==> config.mk <==
export PLATFORM = sky130hd
export DESIGN_NAME = rally_controller
export DESIGN_NICKNAME = d
export VERILOG_FILES = /design/src/rtl/rally_pkg.sv /design/src/rtl/score_counter.sv /design/src/rtl/rally_controller.sv
export SDC_FILE = /design/constraint.sdc
export NUM_CORES = 1
export LEC_CHECK = 0
export BUFFER_PORTS_ARGS = -buffer_cell sky130_fd_sc_hd__buf_2
export CAP_MARGIN = 10
export CORE_MARGIN = 5
export CORE_UTILIZATION = 51
export DETAILED_ROUTE_END_ITERATION = 10
export PLACE_DENSITY_LB_ADDON = 0.05
export SETUP_SLACK_MARGIN = 0.5
export SYNTH_ARGS = -nofsm -noshare
export SYNTH_HDL_FRONTEND = slang
export SYNTH_SLANG_ARGS = --single-unit
==> constraint.sdc <==
create_clock -name clk -period 2.3 [get_ports clk]
set_input_delay 0 -clock clk [delete_from_list [all_inputs] [get_ports clk]]
set_output_delay 0 -clock clk [all_outputs]
set_load 0.005 [all_outputs]
==> src/rtl/rally_pkg.sv <==
// Shared types and constants for the rally controller.
package rally_pkg;

    localparam int SCORE_W   = 7;
    localparam int SCORE_MAX = 99;
    localparam int PAUSE_W   = 8;

    typedef enum logic [2:0] {
        ST_IDLE      = 3'd0,
        ST_SERVE     = 3'd1,
        ST_PLAY      = 3'd2,
        ST_SCORED    = 3'd3,
        ST_PAUSE     = 3'd4,
        ST_GAME_OVER = 3'd5
    } rally_state_e;

endpackage

==> src/rtl/score_counter.sv <==
// Saturating player score register with increment and clear.
module score_counter
    import rally_pkg::*;
(
    input  logic               clk_i,
    input  logic               reset_i,
    input  logic               inc_i,
    input  logic               clr_i,
    output logic [SCORE_W-1:0] count_o
);

    localparam logic [SCORE_W-1:0] MAX_VAL = SCORE_W'(SCORE_MAX);

    logic [SCORE_W-1:0] count_q, count_d;

    always_comb begin
        count_d = count_q;
        if (clr_i) begin
            count_d = '0;
        end else if (inc_i && (count_q != MAX_VAL)) begin
            count_d = count_q + SCORE_W'(1);
        end
    end

    always_ff @(posedge clk_i) begin
        if (reset_i) begin
            count_q <= '0;
        end else begin
            count_q <= count_d;
        end
    end

    assign count_o = count_q;

endmodule

==> src/rtl/rally_controller.sv <==
// Pong rally sequencer: serve, play, score, pause and game-over handling.
module rally_controller
    import rally_pkg::*;
#(
    parameter int ball_x_coords_width = 10,
    parameter int x_coords_min        = 0,
    parameter int x_coords_max        = 639,
    parameter int WIN_SCORE           = 11,
    parameter int PAUSE_FRAMES        = 60
) (
    input  logic                           clk,
    input  logic                           reset,
    input  logic                           start,
    input  logic                           frame_tick,
    input  logic [ball_x_coords_width-1:0] ball_x_coords,
    output logic                           ball_enable,
    output logic                           ball_recenter,
    output logic                           serve_dir,
    output logic [SCORE_W-1:0]             score1,
    output logic [SCORE_W-1:0]             score2,
    output logic                           point_p1,
    output logic                           point_p2,
    output logic                           game_over,
    output logic                           winner
);

    localparam logic [PAUSE_W-1:0] PAUSE_LAST = PAUSE_W'(PAUSE_FRAMES);
    localparam logic [SCORE_W-1:0] WIN_VAL    = SCORE_W'(WIN_SCORE);

    rally_state_e       state_q, state_d;
    logic [PAUSE_W-1:0] cnt_q, cnt_d;
    logic enable_q, enable_d;
    logic recenter_q, recenter_d;
    logic dir_q, dir_d;
    logic p1_q, p1_d;
    logic p2_q, p2_d;
    logic over_q, over_d;
    logic winner_q, winner_d;
    logic inc1, inc2, clr;
    logic exit_left, exit_right;
    logic signed [31:0] x_ext;

    // Signed compare keeps x_coords_min = 0 meaningful without a constant test.
    assign x_ext      = $signed(32'(ball_x_coords));
    assign exit_left  = x_ext < x_coords_min;
    assign exit_right = x_ext > x_coords_max;

    always_comb begin
        state_d    = state_q;
        cnt_d      = cnt_q;
        recenter_d = 1'b0;
        p1_d       = 1'b0;
        p2_d       = 1'b0;
        dir_d      = dir_q;
        winner_d   = winner_q;
        inc1       = 1'b0;
        inc2       = 1'b0;
        clr        = 1'b0;
        unique case (state_q)
            ST_IDLE: begin
                if (start) begin
                    state_d    = ST_SERVE;
                    recenter_d = 1'b1;
                    dir_d      = 1'b1;
                end
            end
            ST_SERVE: begin
                if (frame_tick) state_d = ST_PLAY;
            end
            ST_PLAY: begin
                if (exit_left) begin
                    state_d    = ST_SCORED;
                    inc1       = 1'b1;
                    p1_d       = 1'b1;
                    dir_d      = 1'b0;
                    winner_d   = 1'b0;
                    recenter_d = 1'b1;
                end else if (exit_right) begin
                    state_d    = ST_SCORED;
                    inc2       = 1'b1;
                    p2_d       = 1'b1;
                    dir_d      = 1'b1;
                    winner_d   = 1'b1;
                    recenter_d = 1'b1;
                end
            end
            ST_SCORED: begin
                if ((score1 == WIN_VAL) || (score2 == WIN_VAL)) begin
                    state_d = ST_GAME_OVER;
                end else begin
                    state_d = ST_PAUSE;
                    cnt_d   = '0;
                end
            end
            ST_PAUSE: begin
                if (frame_tick) begin
                    cnt_d = cnt_q + PAUSE_W'(1);
                    if (cnt_d == PAUSE_LAST) state_d = ST_SERVE;
                end
            end
            ST_GAME_OVER: begin
                if (start) begin
                    state_d    = ST_SERVE;
                    clr        = 1'b1;
                    recenter_d = 1'b1;
                    dir_d      = 1'b1;
                end
            end
            default: state_d = ST_IDLE;
        endcase
        enable_d = (state_d == ST_PLAY);
        over_d   = (state_d == ST_GAME_OVER);
    end

    always_ff @(posedge clk) begin
        if (reset) begin
            state_q    <= ST_IDLE;
            cnt_q      <= '0;
            enable_q   <= 1'b0;
            recenter_q <= 1'b0;
            dir_q      <= 1'b1;
            p1_q       <= 1'b0;
            p2_q       <= 1'b0;
            over_q     <= 1'b0;
            winner_q   <= 1'b0;
        end else begin
            state_q    <= state_d;
            cnt_q      <= cnt_d;
            enable_q   <= enable_d;
            recenter_q <= recenter_d;
            dir_q      <= dir_d;
            p1_q       <= p1_d;
            p2_q       <= p2_d;
            over_q     <= over_d;
            winner_q   <= winner_d;
        end
    end

    score_counter u_score1 (
        .clk_i   (clk),
        .reset_i (reset),
        .inc_i   (inc1),
        .clr_i   (clr),
        .count_o (score1)
    );

    score_counter u_score2 (
        .clk_i   (clk),
        .reset_i (reset),
        .inc_i   (inc2),
        .clr_i   (clr),
        .count_o (score2)
    );

    assign ball_enable   = enable_q;
    assign ball_recenter = recenter_q;
    assign serve_dir     = dir_q;
    assign point_p1      = p1_q;
    assign point_p2      = p2_q;
    assign game_over     = over_q;
    assign winner        = winner_q;

endmodule

Word-level counts from Yosys, hierarchy flattened. Index checks and enable logic that the tools add are counted.

Eq/ne operators: 16. Magnitude comparators: 2. Reductions and logical operators: 12. Add/subtract/negate cells: 3. Muxes and demuxes: 24.

Operators by type and width (count): $mux 3 (6); $mux 8 (2); $pmux 8 s2 (1); $pmux 3 s5 (1); $add 7x1->7 const B (2); $eq 7x4->1 const B (2); $ne 7x7->1 const B (2); $mux 1 (12); $gt 10x10->1 const B (1); $lt 10x1->1 const B (1); $eq 3x2->1 const B (3); $eq 3x3->1 const B (3); $add 8x1->8 const B (1); $eq 8x6->1 const B (1); $reduce_and 3->1 (2); $reduce_bool 2->1 (3); $ne 2x2->1 const B (2); $pmux 1 s2 (2); $reduce_or 2->1 (2); $eq 3x1->1 const B (1); $logic_not 3->1 (1); $ne 3x3->1 const B (1); $logic_and 1x1->1 (2); $ne 2x1->1 const B (1); other kinds (2) (2).

Input port bits: 14. Logic and storage cells: 68. Output and inout bits: 21. Bits in registers: 32.

Longest topological paths before layout.
Depth after elaboration: 6. Mapped depth: 6. Depth with buffers taken out: 5.

Cells and area by module. From an unflattened synthesis, not the netlist that was laid out.

Cells, all modules: 184. Area, all modules: 1576.5 µm².

By module, submodules not included: rally_controller (cells an instance 106, seq. area each 320.3 µm², instances 1, area each 870.8 µm²); score_counter (cells an instance 39, seq. area each 140.1 µm², instances 2, area each 352.8 µm²).

Worst setup path before layout. OpenSTA, ideal clock, no wires.

Path type: reg2reg. Start point: reg u_score2.count_q[0] (netlist: u_score2.count_o[0]). End point: reg enable_q (netlist: ball_enable). Required time: 2.185 ns. Period minus slack after synthesis: 1.726 ns. Arrival time: 1.611 ns. Buffers on the path: 0. Setup time: 0.115 ns. Stages on the path, launching flop included: 6. Setup slack: 0.574 ns. Cell sequence: dfxtp_1 -> ha_1 -> or3b_1 -> or3_1 -> o311a_2 -> and3_1.

Word-level cells in the longest chain between the ends: 5.

RTL lines: start, declared (line score_counter.sv:14) `logic [SCORE_W-1:0] count_q, count_d;`; start signal, assigned (line score_counter.sv:29) `count_q <= count_d;`; $eq 7x4->1 (line rally_controller.sv:88) `if ((score1 == WIN_VAL) || (score2 == WIN_VAL)) begin`; $logic_or 1x1->1 (line rally_controller.sv:88); $mux 1 (line rally_controller.sv:88); $pmux 3 s5 (line rally_controller.sv:59) `unique case (state_q)`; $eq 3x2->1 (line rally_controller.sv:111) `enable_d = (state_d == ST_PLAY);`; end signal, assigned (line rally_controller.sv:129) `enable_q <= enable_d;`; end, declared (line rally_controller.sv:32) `logic enable_q, enable_d;`.

No other way between the ends. A chain may end at the register's enable or synchronous reset.

Worst setup path after layout.
Start point: reg u_score2.count_q[1] (netlist: u_score2.count_o[1]). End point: reg enable_q (netlist: ball_enable).

The elaborated chain is that of the path after synthesis.

==> reports/summary.txt <==
Status = complete, no violations
Pre-antenna DRT Iters = 4
Placed insts = 190
Die Footprint = 3640 um^2
Post-layout min period = 1.74 ns
H-Tree Depth = 1
Worst hold path type = in2reg
Antenna diode count = 0
Top delay family on crit path = simple AND/OR/NAND/NOR gates
Average size of a mapped cell = 8.67 um^2
Leakage power = 0.497 nW
CP startpoint kind = flop
Worst path slowest cell = or3b_4
IO Port Bufs = 18
Distinct cell type count after synthesis = 46
Share of cells above drive strength 1 = 0.259
Worst path required time = 2.51 ns
Warnings from Yosys = 0
Final-report hold violation count = 0
WP data arrival = 1.95 ns
Initial antenna violation count = 0
Worst hold slack = 0.0404 ns
Inserted Clock Buffers = 3
Largest net degree at the start of global routing = 17
Seq/Total Area, Yosys = 0.357
Clock Latency Late Sink = 0.30 ns
Worst-path maximum fanout = 4
Final wirelength = 2.69 mm
Root buf cell = clkbuf_4
Max-slew violation count = 0
PwrDens = 473 nW/um^2
Max Cap Viol = 0
Core Region = 2450 um^2
Drt first-iter violations = 46
Syn Inst Count = 149
Ys async rst share = 0
Synth Cell Area = 1290 um^2
Met3 wire len = 132 um
RSZ-0062 raised after global routing = false
Overflow after GRT = 0
Clk sinks = 23
Row count = 18
CTS tree = yes
Tcrit/Tclk final = 0.756
Worst IR Drop VDD = 0.000396 V
DRT met1 WL = 1.34 mm
Die height = 60.3 um
CP Cell Sequence = ha_4 -> or3b_4 -> or3_1 -> o311a_2 -> and3_1
Syn-to-layout area delta = 10.7%
Post-synth EDFFs = 0
Max Clock Skew = 0.00585 ns
Crit path kind = reg2reg
Seq cells post-synth = 23
Clk pin slew, worst setup/hold paths = 0.13 ns
CTS max path bufs = 2
Number of global-route vias before repair = 980
Nets = 183
Max incr delay on CP = 0.41 ns
Fillers = 237
DR DRC count = 0
First-pass GRT wire length = 4.57 mm
GR Util All Layers = 0.162
Gpl congestion = 0.786
Number of setup violations in the final report = 0
Max frequency = 575 MHz
Final std cells w/o fill = 196
Setup tns final = 0 ns
Final HPWL DP = 1.96 mm
IO Pins = 35
DR WL/cell = 13.7 um
Most used DFF post-synth = dfxtp_1
Met2 wire length = 1.20 mm
CP Capture Type = flop
Via count = 1126
Starting Density = 0.526
Remaining antenna violation count after routing = 0
Die X = 60.3 um
Via density = 5.74
Highest routed layer = met4
Buf/Inv on CP = 0
kinds of logic (layout without fill, tap and decap cells):
group,after synthesis,after routing,synth area share
mux,1,1,0.00775
simple gates,58,58,0.290
fa+ha+maj,2,2,0.0194
compound gates,39,39,0.203
xor+xnor,2,2,0.0136
flops,23,23,0.357
buf+inv,22,32,0.104
other cells,2,9,0.00582
metal layers:
metal  up-vias  GRT usage
met5         -          0
met3         2     0.0302
li1        571          -
met4         0     0.0475
met2        29      0.248
met1       524      0.230
flip-flops by register name, indices dropped and copies added, names as in the netlist:
| signal | flops |
|---|---|
| cnt_q | 8 |
| u_score2.count_o | 7 |
| state_q | 3 |
| ball_enable | 1 |
| ball_recenter | 1 |
| game_over | 1 |
| point_p2 | 1 |
| winner | 1 |
through the flow:
step                cell area (um^2)  power [W]  setup WS [ns]  utilization
finish                          1430   0.000676          0.560        0.582
global route                    1430   0.000719          0.507        0.582
CTS                             1400   0.000685          0.504        0.569
detailed placement              1350   0.000496          0.414        0.549
global placement                1350   0.000495          0.479        0.549
floorplan                       1320   0.000487          0.574            -
layout make-up:
cell class                 instances  area [um^2]  area share
tap                               30         37.5      0.0263
timing repair buffer              22          123      0.0858
multi-input combinational        111          753       0.527
sequential                        23          467       0.327
inverter                           6         22.5      0.0158
clock buffer                       4         26.3      0.0184
worst register-to-register path: cells and delay by family (launching register included):
kind | cells | cell delay [ns]
flops | 1 | 0.39
compound gates | 1 | 0.16
simple gates | 3 | 0.97
fa+ha+maj | 1 | 0.15
placed cells by master (no fill, tap or decap), types with 2 or more instances in the layout:
| master | instances |
|---|---|
| inv_1 | 5 |
| conb_1 | 9 |
| buf_2 | 18 |
| or3_1 | 6 |
| dfxtp_1 | 20 |
| buf_4 | 3 |
| nand3_1 | 11 |
| nor4b_1 | 2 |
| o21ai_0 | 6 |
| or4_1 | 3 |
| a21oi_1 | 14 |
| xnor2_1 | 2 |
| o31ai_1 | 2 |
| nand4_1 | 4 |
| a31o_2 | 3 |
| and3_1 | 2 |
| a31oi_1 | 3 |
| dfxtp_2 | 2 |
| o211ai_1 | 2 |
| nor3_1 | 2 |
| nor2_1 | 5 |
| clkbuf_4 | 3 |
| nor2b_1 | 2 |
| nand3b_1 | 3 |
| nand2_1 | 7 |
repair_timing:
action                                  4_1_cts  5_1_grt
endpoints found under the setup margin       12        8
hold buffers                                  1        0
pin swaps                                     0        0
buffers inserted                              0        1
resized for setup                             4        6
endpoints found under the hold margin         1        0
where the power goes:
part / internal (W) / switching (W) / leakage [nW]
logic: 0.0000341 / 0.0000362 / 0.294
clock network: 0.0000675 / 0.000118 / 0.0150
registers: 0.000406 / 0.0000136 / 0.188
cell usage after synthesis, types with 2 or more instances:
cell | count | area, um^2
a21oi_1 | 14 | 70.1
a31o_2 | 3 | 26.3
a31oi_1 | 3 | 18.8
and3_1 | 2 | 12.5
buf_2 | 2 | 10.0
buf_4 | 11 | 82.6
clkbuf_1 | 2 | 7.51
conb_1 | 2 | 7.51
dfxtp_1 | 23 | 460
ha_1 | 2 | 25.0
inv_1 | 5 | 18.8
nand2_1 | 7 | 26.3
nand3_1 | 11 | 55.1
nand3b_1 | 3 | 22.5
nand4_1 | 4 | 25.0
nor2_1 | 5 | 18.8
nor2b_1 | 2 | 12.5
nor3_1 | 3 | 15.0
nor4b_1 | 2 | 17.5
o211ai_1 | 2 | 15.0
o21ai_0 | 6 | 30.0
o31ai_1 | 2 | 15.0
or3_1 | 6 | 37.5
or3b_1 | 2 | 17.5
or4_1 | 3 | 22.5
xnor2_1 | 2 | 17.5
worst paths after layout:
path | endpoint | slack [ns] | depth (start not counted) | from
setup reg to reg | ball_enable$_SDFF_PP0_ | 0.56 | 5 | u_score2.count_o[1]$_SDFFE_PP0P_
hold / removal | winner$_SDFFE_PP0P_ | 0.04 | 2 | reset
setup / recovery | ball_enable$_SDFF_PP0_ | 0.56 | 5 | u_score2.count_o[1]$_SDFFE_PP0P_
hold reg to reg | winner$_SDFFE_PP0P_ | 0.49 | 2 | winner$_SDFFE_PP0P_
(Power assumes the default switching activity.)
